File: src/rtl/float_result_pack_if.sv
// float_result_pack_if
//   Bundles the rounding-stage handshake, the packed IEEE-754 result and the
//   downstream ready/valid pair for float_result_pack.
//   Parameters: n   mantissa width including hidden bit
//               exp exponent width
//   slave  modport: the packer (receives operand, drives result)
//   master modport: the environment (drives operand, consumes result)
interface float_result_pack_if #(
  parameter int n   = 24,
  parameter int exp = 8
);
  logic [n-1:0]     roundMant;
  logic [exp-1:0]   roundExp;
  logic             roundSign;
  logic             roundValid;
  logic             outputInvalid;
  logic             ResultValid;
  logic [exp+n-1:0] packedResult;
  logic             packValid;
  logic             packReady;
  logic             overflowFlag;
  logic             invalidFlag;

  modport slave (
    input  roundMant, roundExp, roundSign, roundValid, outputInvalid, packReady,
    output ResultValid, packedResult, packValid, overflowFlag, invalidFlag
  );

  modport master (
    output roundMant, roundExp, roundSign, roundValid, outputInvalid, packReady,
    input  ResultValid, packedResult, packValid, overflowFlag, invalidFlag
  );
endinterface

File: src/rtl/float_result_pack.sv
// float_result_pack
//   Final stage of the FP pipeline: captures a rounded operand, packs it into
//   an IEEE-754 word {sign, exponent, fraction} handling NaN, signed zero,
//   round-up carry and overflow to infinity, then holds it on a valid/ready
//   interface until the consumer accepts it.
//   Ports:
//     Clock        single clock, rising edge
//     Reset        synchronous, active-high
//     bus          float_result_pack_if.slave (operand in, packed result out)
//     statusClear  (FLOAT_PACK_STATUS_EN only) clears the sticky status
//     packStatus   (FLOAT_PACK_STATUS_EN only) sticky {invalid, overflow, zero}
//   Optional feature macro: FLOAT_PACK_STATUS_EN
module float_result_pack #(
  parameter int n   = 24,
  parameter int exp = 8
) (
  input  logic Clock,
  input  logic Reset,
  float_result_pack_if.slave bus
`ifdef FLOAT_PACK_STATUS_EN
  ,
  input  logic       statusClear,
  output logic [2:0] packStatus
`endif
);

  typedef enum logic [1:0] {IDLE, PACK, HOLD} state_t;

  typedef struct packed {
    logic [exp+n-1:0] word;
    logic             ovf;
    logic             inv;
    logic             zero;
  } pack_t;

  state_t state, state_nxt;

  logic [n-1:0]   mant_p0;
  logic [exp-1:0] exp_p0;
  logic           sign_p0;
  logic           inv_p0;
  pack_t          res_p1;

  // Priority: invalid -> NaN, zero, carry wrap, overflow, normal packing.
  // The exponent is widened by one bit so 0xFF + carry cannot wrap to 0.
  function automatic pack_t pack_word(input logic [n-1:0] m, input logic [exp-1:0] e,
                                      input logic s, input logic inv);
    logic [exp:0] e_adj;
    logic [n-2:0] fr;
    pack_t        r;
    r     = '0;
    e_adj = {1'b0, e};
    fr    = m[n-2:0];
    if (inv) begin
      r.word = {1'b0, {exp{1'b1}}, 1'b1, {(n-2){1'b0}}};
      r.inv  = 1'b1;
    end else if (m == '0 && e == '0) begin
      r.word = {s, {(exp+n-1){1'b0}}};
      r.zero = 1'b1;
    end else begin
      // Hidden bit cleared on a non-zero exponent means rounding carried out.
      if (!m[n-1] && e != '0) begin
        e_adj = {1'b0, e} + {{exp{1'b0}}, 1'b1};
        fr    = '0;
      end
      if (e_adj >= {1'b0, {exp{1'b1}}}) begin
        r.word = {s, {exp{1'b1}}, {(n-1){1'b0}}};
        r.ovf  = 1'b1;
      end else begin
        r.word = {s, e_adj[exp-1:0], fr};
      end
    end
    return r;
  endfunction

  assign res_p1 = pack_word(mant_p0, exp_p0, sign_p0, inv_p0);

  always_ff @(posedge Clock) begin
    if (Reset) state <= IDLE;
    else       state <= state_nxt;
  end

  always_comb begin
    state_nxt = state;
    case (state)
      IDLE:    if (bus.roundValid) state_nxt = PACK;
      PACK:    state_nxt = HOLD;
      HOLD:    if (bus.packReady) state_nxt = IDLE;
      default: state_nxt = IDLE;
    endcase
  end

  // Stage p0: operand capture from the rounding stage
  always_ff @(posedge Clock) begin
    if (Reset) begin
      mant_p0         <= '0;
      exp_p0          <= '0;
      sign_p0         <= 1'b0;
      inv_p0          <= 1'b0;
      bus.ResultValid <= 1'b0;
    end else begin
      bus.ResultValid <= (state == IDLE) && bus.roundValid;
      if (state == IDLE && bus.roundValid) begin
        mant_p0 <= bus.roundMant;
        exp_p0  <= bus.roundExp;
        sign_p0 <= bus.roundSign;
        inv_p0  <= bus.outputInvalid;
      end
    end
  end

  // Stage p1: packed result registered at the close of PACK, held through HOLD
  always_ff @(posedge Clock) begin
    if (Reset) begin
      bus.packedResult <= '0;
      bus.overflowFlag <= 1'b0;
      bus.invalidFlag  <= 1'b0;
      bus.packValid    <= 1'b0;
    end else if (state == PACK) begin
      bus.packedResult <= res_p1.word;
      bus.overflowFlag <= res_p1.ovf;
      bus.invalidFlag  <= res_p1.inv;
      bus.packValid    <= 1'b1;
    end else if (state == HOLD && bus.packReady) begin
      bus.packValid    <= 1'b0;
    end
  end

`ifdef FLOAT_PACK_STATUS_EN
  // Sticky status: bits set by a closing PACK survive a simultaneous clear.
  always_ff @(posedge Clock) begin
    if (Reset) begin
      packStatus <= 3'b000;
    end else begin
      packStatus <= (statusClear ? 3'b000 : packStatus)
                  | ((state == PACK) ? {res_p1.inv, res_p1.ovf, res_p1.zero} : 3'b000);
    end
  end
`endif

endmodule

File: src/flat_wrapper.sv
// flat-port wrapper written by rule: the top's interface ports become plain ports
module float_result_pack_flat 
#(
  parameter int n   = 24,
  parameter int exp = 8
)
  (Clock, Reset, bus_roundMant, bus_roundExp, bus_roundSign, bus_roundValid, bus_outputInvalid, bus_packReady, bus_ResultValid, bus_packedResult, bus_packValid, bus_overflowFlag, bus_invalidFlag);
  float_result_pack_if #(.n(n), .exp(exp)) bus_i ();
  input  logic Clock;
  input  logic Reset;
  input wire logic [$bits(bus_i.roundMant)-1:0] bus_roundMant;
  input wire logic [$bits(bus_i.roundExp)-1:0] bus_roundExp;
  input wire logic [$bits(bus_i.roundSign)-1:0] bus_roundSign;
  input wire logic [$bits(bus_i.roundValid)-1:0] bus_roundValid;
  input wire logic [$bits(bus_i.outputInvalid)-1:0] bus_outputInvalid;
  input wire logic [$bits(bus_i.packReady)-1:0] bus_packReady;
  output wire logic [$bits(bus_i.ResultValid)-1:0] bus_ResultValid;
  output wire logic [$bits(bus_i.packedResult)-1:0] bus_packedResult;
  output wire logic [$bits(bus_i.packValid)-1:0] bus_packValid;
  output wire logic [$bits(bus_i.overflowFlag)-1:0] bus_overflowFlag;
  output wire logic [$bits(bus_i.invalidFlag)-1:0] bus_invalidFlag;
  assign bus_i.roundMant = bus_roundMant;
  assign bus_i.roundExp = bus_roundExp;
  assign bus_i.roundSign = bus_roundSign;
  assign bus_i.roundValid = bus_roundValid;
  assign bus_i.outputInvalid = bus_outputInvalid;
  assign bus_i.packReady = bus_packReady;
  assign bus_ResultValid = bus_i.ResultValid;
  assign bus_packedResult = bus_i.packedResult;
  assign bus_packValid = bus_i.packValid;
  assign bus_overflowFlag = bus_i.overflowFlag;
  assign bus_invalidFlag = bus_i.invalidFlag;
  float_result_pack #(.n(n), .exp(exp)) u_core (.Clock(Clock), .Reset(Reset), .bus(bus_i));
endmodule
File: config.mk
export PLATFORM = sky130hd
export DESIGN_NAME = float_result_pack_flat
export DESIGN_NICKNAME = d
export VERILOG_FILES = /design/src/rtl/float_result_pack_if.sv /design/src/rtl/float_result_pack.sv /design/src/flat_wrapper.sv
export SDC_FILE = /design/constraint.sdc
export NUM_CORES = 1
export LEC_CHECK = 0
export CORE_MARGIN = 1
export CORE_UTILIZATION = 40
export DETAILED_ROUTE_END_ITERATION = 10
export PLACE_DENSITY = 0.7
export RECOVER_POWER = 100
export REMOVE_ABC_BUFFERS = 1
export SYNTH_ARGS = -nofsm -noshare
export SYNTH_HDL_FRONTEND = slang
export SYNTH_SLANG_ARGS = --single-unit
File: constraint.sdc
create_clock -name Clock -period 1.78 [get_ports Clock]
set_input_delay 0.178 -clock Clock [delete_from_list [all_inputs] [get_ports Clock]]
set_output_delay 0.178 -clock Clock [all_outputs]
set_load 0.05 [all_outputs]
Yosys cells after proc, flatten, opt, wreduce, memory -nomap -nowiden
Cells that the tools add are included.
{ "classes": {"addsub": 1, "magnitude_cmp": 1, "eq_ne": 4, "muxes": 16, "n_reduce_logical": 11} }
{ "op_table": {"columns": ["operator", "n"], "rows": [
  ["two-way mux 31 bit", 2],
  ["two-way mux 32 bit", 1],
  ["two-way mux 9 bit", 3],
  ["logical NOT 24 bit", 1],
  ["two-way mux 23 bit", 1],
  ["adder 8 x 1 -> 9 bit, second input constant", 1],
  [">= comparator 9 x 8 -> 1 bit, second input constant", 1],
  ["logical NOT 8 bit", 1],
  ["nonzero test 8 bit", 1],
  ["two-way mux 1 bit", 6],
  ["one-hot mux 2 bit (3 select lines)", 1],
  ["logical AND 1 bit", 4],
  ["two-way mux 2 bit", 2],
  ["!= test 2 bit, second input constant", 2],
  ["== test 2 x 1 -> 1 bit, second input constant", 1],
  ["== test 2 bit, second input constant", 1],
  ["logical NOT 2 bit", 1],
  ["AND reduction 2 bit", 1],
  ["nonzero test 2 bit", 1],
  ["logical NOT 1 bit", 1]
]} }
{ "totals": {"ff_bits": 72, "in_bits": 38, "out_inout_bits": 36, "wordCells": 43} }

Longest topological paths before layout
{ "logic_depth": {"depth_word": 9, "ltp_mapped": 8, "ltp_nobuf": 7} }

Worst setup path after synthesis
Ideal clock, no wire load.
{ "synth_timing": {"path_type": "register to register", "from": "register u_core.exp_p0[0]", "to": "register u_core.bus.packedResult[12]", "setup_time_ns": 0.117, "arrival_time_ns": 1.810, "slack_ns": -0.146, "path_stages_with_launch": 9, "n_path_buf": 1, "period_less_slack_ns": 1.926, "path_cell_list": "dfxtp_1 inv_1 ha_1 nor4b_4 a21oi_4 mux2i_2 a2111oi_4 buf_6 a22o_1"} }
{ "synth_via": {"elab_chain_len": 9, "elab_cells_between_ends": 13, "cone_classes": "1 x add/sub; 1 x order compare; 7 x mux; 4 x reduce/logical"} }
{ "synth_rtl": {"columns": ["item", "line", "source"], "rows": [
  ["start: declaration", "float_result_pack.sv:39", "logic [exp-1:0] exp_p0;"],
  ["start signal: assignment", "float_result_pack.sv:105", "exp_p0 <= bus.roundExp;"],
  ["branches (longest 7 deep; another with adder 8 x 1 -> 9 bit)", null, null],
  ["two-way mux 31 bit *", "float_result_pack.sv:57", "end else if (m == '0 && e == '0) begin"],
  ["two-way mux 32 bit *", "float_result_pack.sv:54", "if (inv) begin"],
  ["end signal: assignment", "float_result_pack.sv:120", "bus.packedResult <= res_p1.word;"],
  ["end: declaration", "float_result_pack_if.sv:26", "output ResultValid, packedResult, packValid, overflowFlag, invalidFlag"]
]} }
Every way passes the cells marked *. The select of a mux whose other input is x is not followed.
A chain may end at the register's enable or synchronous reset.

Final worst setup path
{ "layout_timing": {"from": "register u_core.exp_p0[0]", "to": "register u_core.bus.packedResult[9]"} }
The elaborated chain is that of the path after synthesis.

==> flow_summary.yaml <==
die:
  fp.dieArea_mm2: 0.00754
  core_region_area_mm2: 0.00687
  die_h_um: 86.8
  rows: 30
  die_w_um: 86.8
  start_util_pct: 41.9
  pin_count: 74
clock_network:
  clock_latency_ns: 0.35
  clk_pin_slew_ns: 0.08
  cts_sinks: 72
  clockBufferDepth: 2
  root_buffer: "clkbuf_8"
  cts_inserted_buffers: 9
  cts_tree: "built"
  ctsHoldBuffers: 0
  cts-htree-levels: 3
power:
  p_sw_mw: 1.03
  internal-power_mw: 2.62
  p_seq_share_pct: 47.8
  total_power_mw: 3.64
  comb_power_share_pct: 16.5
  ir_drop_mv: 0.495
  cellLeakagePower_nw: 1.51
  p_sw_share_pct: 28.2
  power_frac_clock_pct: 35.7
  pwr_density_cell_mw_per_mm2: 886
synth:
  ys_ff_latch: 72
  synth_top_area_share_pct: 50.1
  synth_top_family_by_area: "compound AO/OA/AOI/OAI gates"
  ys_seq_area_share_pct: 50.1
  yosys-mux-area-fraction_pct: 1.26
  synth_simple_gate_area_share_pct: 19.1
  post_synth.cell_area_avg_um2: 8.88
  async_flop_share_pct: 0
  synth_fa_ha_area_share_pct: 0.870
  synth.area.top_cells: "dfxtp_1 (50%), nand2_1 (10%), a21oi_1 (9.2%)"
  yosysTopAreaCell: "dfxtp_1"
  netlist_instances: 324
  synth_compound_area_share_pct: 22.5
  synth_edf_count: 0
  synthXorXnorAreaFrac_pct: 1.22
  ys.flop_type: "dfxtp_1"
  synth_cell_types: 44
  syn_area_mm2: 0.00288
  yosys_warnings: 0
critical_path:
  crit_chain: "inv_2, ha_4, nor4b_4, buf_4, a21oi_4, mux2i_4, a2111oi_4, buf_6, a22o_1"
  startpoint: "u_core.exp_p0[0]"
  worst_r2r_endpoint: "u_core.bus.packedResult[9]"
  cpPeakStageDelay_ns: 0.36
  required_ns: 2.08
  r2r_setup_slack_ns: -0.11
  rr_worst_depth: 9
  worst_setup_path_start_kind: "register"
  r2r-start: "u_core.exp_p0[0]"
  worstPathArrival_ns: 2.19
  crit_fanout: 10
  path_class: "reg -> reg"
  crit_end: "u_core.bus.packedResult[9]"
  end_kind: "register"
  cp_slowest_cell: "a2111oi_4"
global_routing:
  grt.overflow.total: 0
  grt_max_degree: 34
  grt_pass1_wl_mm: 11.5
  antenna_found_initial: 0
  grt_pass1_vias: 2499
  grt.total_usage_pct: 19.8
placement:
  placed_cell_area_mm2: 0.00383
  portBuffers: 73
  place.gp.congestion: 0.920
  dp_hpwl_mm: 5.17
sta:
  hold_viol: 0
  rsz0062_at_grt: "yes"
  period_share_pct: 106
  worst_pin_slew_ns: 0.672
  setup_viol: 24
  setup_ws_ns: -0.108
  max_freq_mhz: 530
  tns_ns: -2.30
  fin_skew_ns: 0.00622
  period_minus_slack_ns: 1.89
  relSlewSlack_pct: 55.2
  slew_violations: 0
layout:
  final_area_mm2: 0.00411
  num_antenna_cells: 0
  layout_common_cells: "nand2_1 (77), clkdlybuf4s50_1 (69), dfxtp_1 (69), a21oi_1 (53), buf_4 (26)"
  multi_input_area_mm2: 0.00137
  area_delta_synth_final_pct: 42.9
  layout_commonest_cell: "nand2_1"
  fillers: 590
  drive_gt1_share_pct: 16.9
  seqCellArea_mm2: 0.00145
  layout.nets: 456
job:
  drv_cap: 0
detailed_routing:
  antenna_left: 0
  wl_per_cell_um: 14.0
  vias: 2636
  drcViolationCount: 0
  viasPerCell: 5.10
  drt_wl_total_mm: 7.22
  drt_iter0_drc: 127
  first_pass_iters: 4
status:
  violations: "negative setup slack"
  outcome: "complete, but fails checks"
worst_hold_path:
  worstHoldPathType: "in -> reg"
  hold_start: "Reset"
## cell usage after synthesis, types with 2 or more instances
| cell type | n |
|---|---|
| a21boi_0 | 2 |
| a21oi_1 | 53 |
| a22o_1 | 22 |
| a31oi_1 | 2 |
| and2_1 | 2 |
| buf_2 | 3 |
| buf_4 | 5 |
| buf_6 | 2 |
| clkbuf_1 | 13 |
| dfxtp_1 | 72 |
| ha_1 | 2 |
| inv_1 | 4 |
| mux2_2 | 2 |
| nand2_1 | 78 |
| nand2b_1 | 2 |
| nand3_1 | 2 |
| nand4_1 | 5 |
| nor2_1 | 10 |
| nor2b_1 | 3 |
| nor4_1 | 7 |
| nor4b_1 | 2 |
| o21ai_0 | 7 |
| xnor2_1 | 3 |
## cell families (layout without fill, tap and decap cells)
group / Yosys count / in the layout
AOI/OAI and AO/OA: 97 / 98
buffers and inverters: 28 / 124
xor gates and xnor gates: 4 / 4
DFF: 72 / 72
muxes: 3 / 3
and+or+nand+nor: 118 / 118
adders and majority gates: 2 / 2
## power groups by stage
stage               sequential (mW)  combinational (mW)  clock (mW)
detailed placement             1.78               0.575           0
floorplan                      1.84               0.227           0
CTS                            1.74               0.581        1.33
global placement               1.77               0.565           0
global route                   1.75               0.649        1.39
finish                         1.74               0.600        1.30
## registers in the layout, indices dropped and copies added (netlist names)
| register | count |
|---|---|
| u_core.bus.overflowFlag | 1 |
| u_core.mant_p0 | 24 |
| u_core.state | 2 |
| u_core.exp_p0 | 8 |
| u_core.bus.packedResult | 32 |
| u_core.bus.ResultValid | 1 |
| u_core.sign_p0 | 1 |
| u_core.bus.invalidFlag | 1 |
| u_core.inv_p0 | 1 |
| u_core.bus.packValid | 1 |
## final cells by class
type | instances | area share (%)
clock buffers | 9 | 3.01
multi-input cells | 225 | 33.4
flip-flops and latches | 72 | 35.1
repair buffers | 104 | 23.2
inverters | 4 | 0.365
clock inverters | 7 | 1.92
well taps | 96 | 2.92
## through the flow
step,setup slack [ns],hold slack (ns),utilization (%),instances
after CTS,-0.117,0.339,58.9,514
after floorplan,-0.441,0.247,-,300
after global routing,-0.182,0.363,59.9,517
after detailed placement,-0.131,0.452,55.7,498
final,-0.108,0.354,59.9,517
after global placement,-0.0386,0.442,55.7,498
## critical path: cells and delay by family, from the launching register on
family | cells | cell delay [ns]
AO/OA/AOI/OAI | 3 | 0.56
adder cells (fa/ha/maj) | 1 | 0.13
buffers and inverters | 3 | 0.45
flip-flops | 1 | 0.33
multiplexers | 1 | 0.19
AND/OR/NAND/NOR | 1 | 0.17
## per-layer routing
metal	part of all wire (%)	wire length (um)	vias up	GRT usage (%)
met2	47	3410	61	33.1
met3	4.4	314	9	3.52
met1	47	3370	1248	25.2
li1	-	-	1318	-
met5	0	0	-	0
met4	1.6	112	0	8.03
## worst min path at each step
| stage | end | cells after the start |
|---|---|---|
| after detailed placement | u_core.bus.packedResult[31] | 2 |
| after global placement | u_core.bus.packedResult[31] | 2 |
| after CTS | u_core.state[1] | 3 |
| after floorplan | u_core.bus.invalidFlag | 1 |
| after global routing | u_core.state[1] | 3 |
| final | u_core.bus.packedResult[30] | 3 |
## repair_timing
| action | 4_1_cts | 5_1_grt |
|---|---|---|
| pin swaps | 2 | 7 |
| setup buffers | 0 | 2 |
| endpoints found under the setup margin | 25 | 28 |
| cloned | 0 | 1 |
| resized for setup | 11 | 14 |
Power figures use the tool's default switching activity.
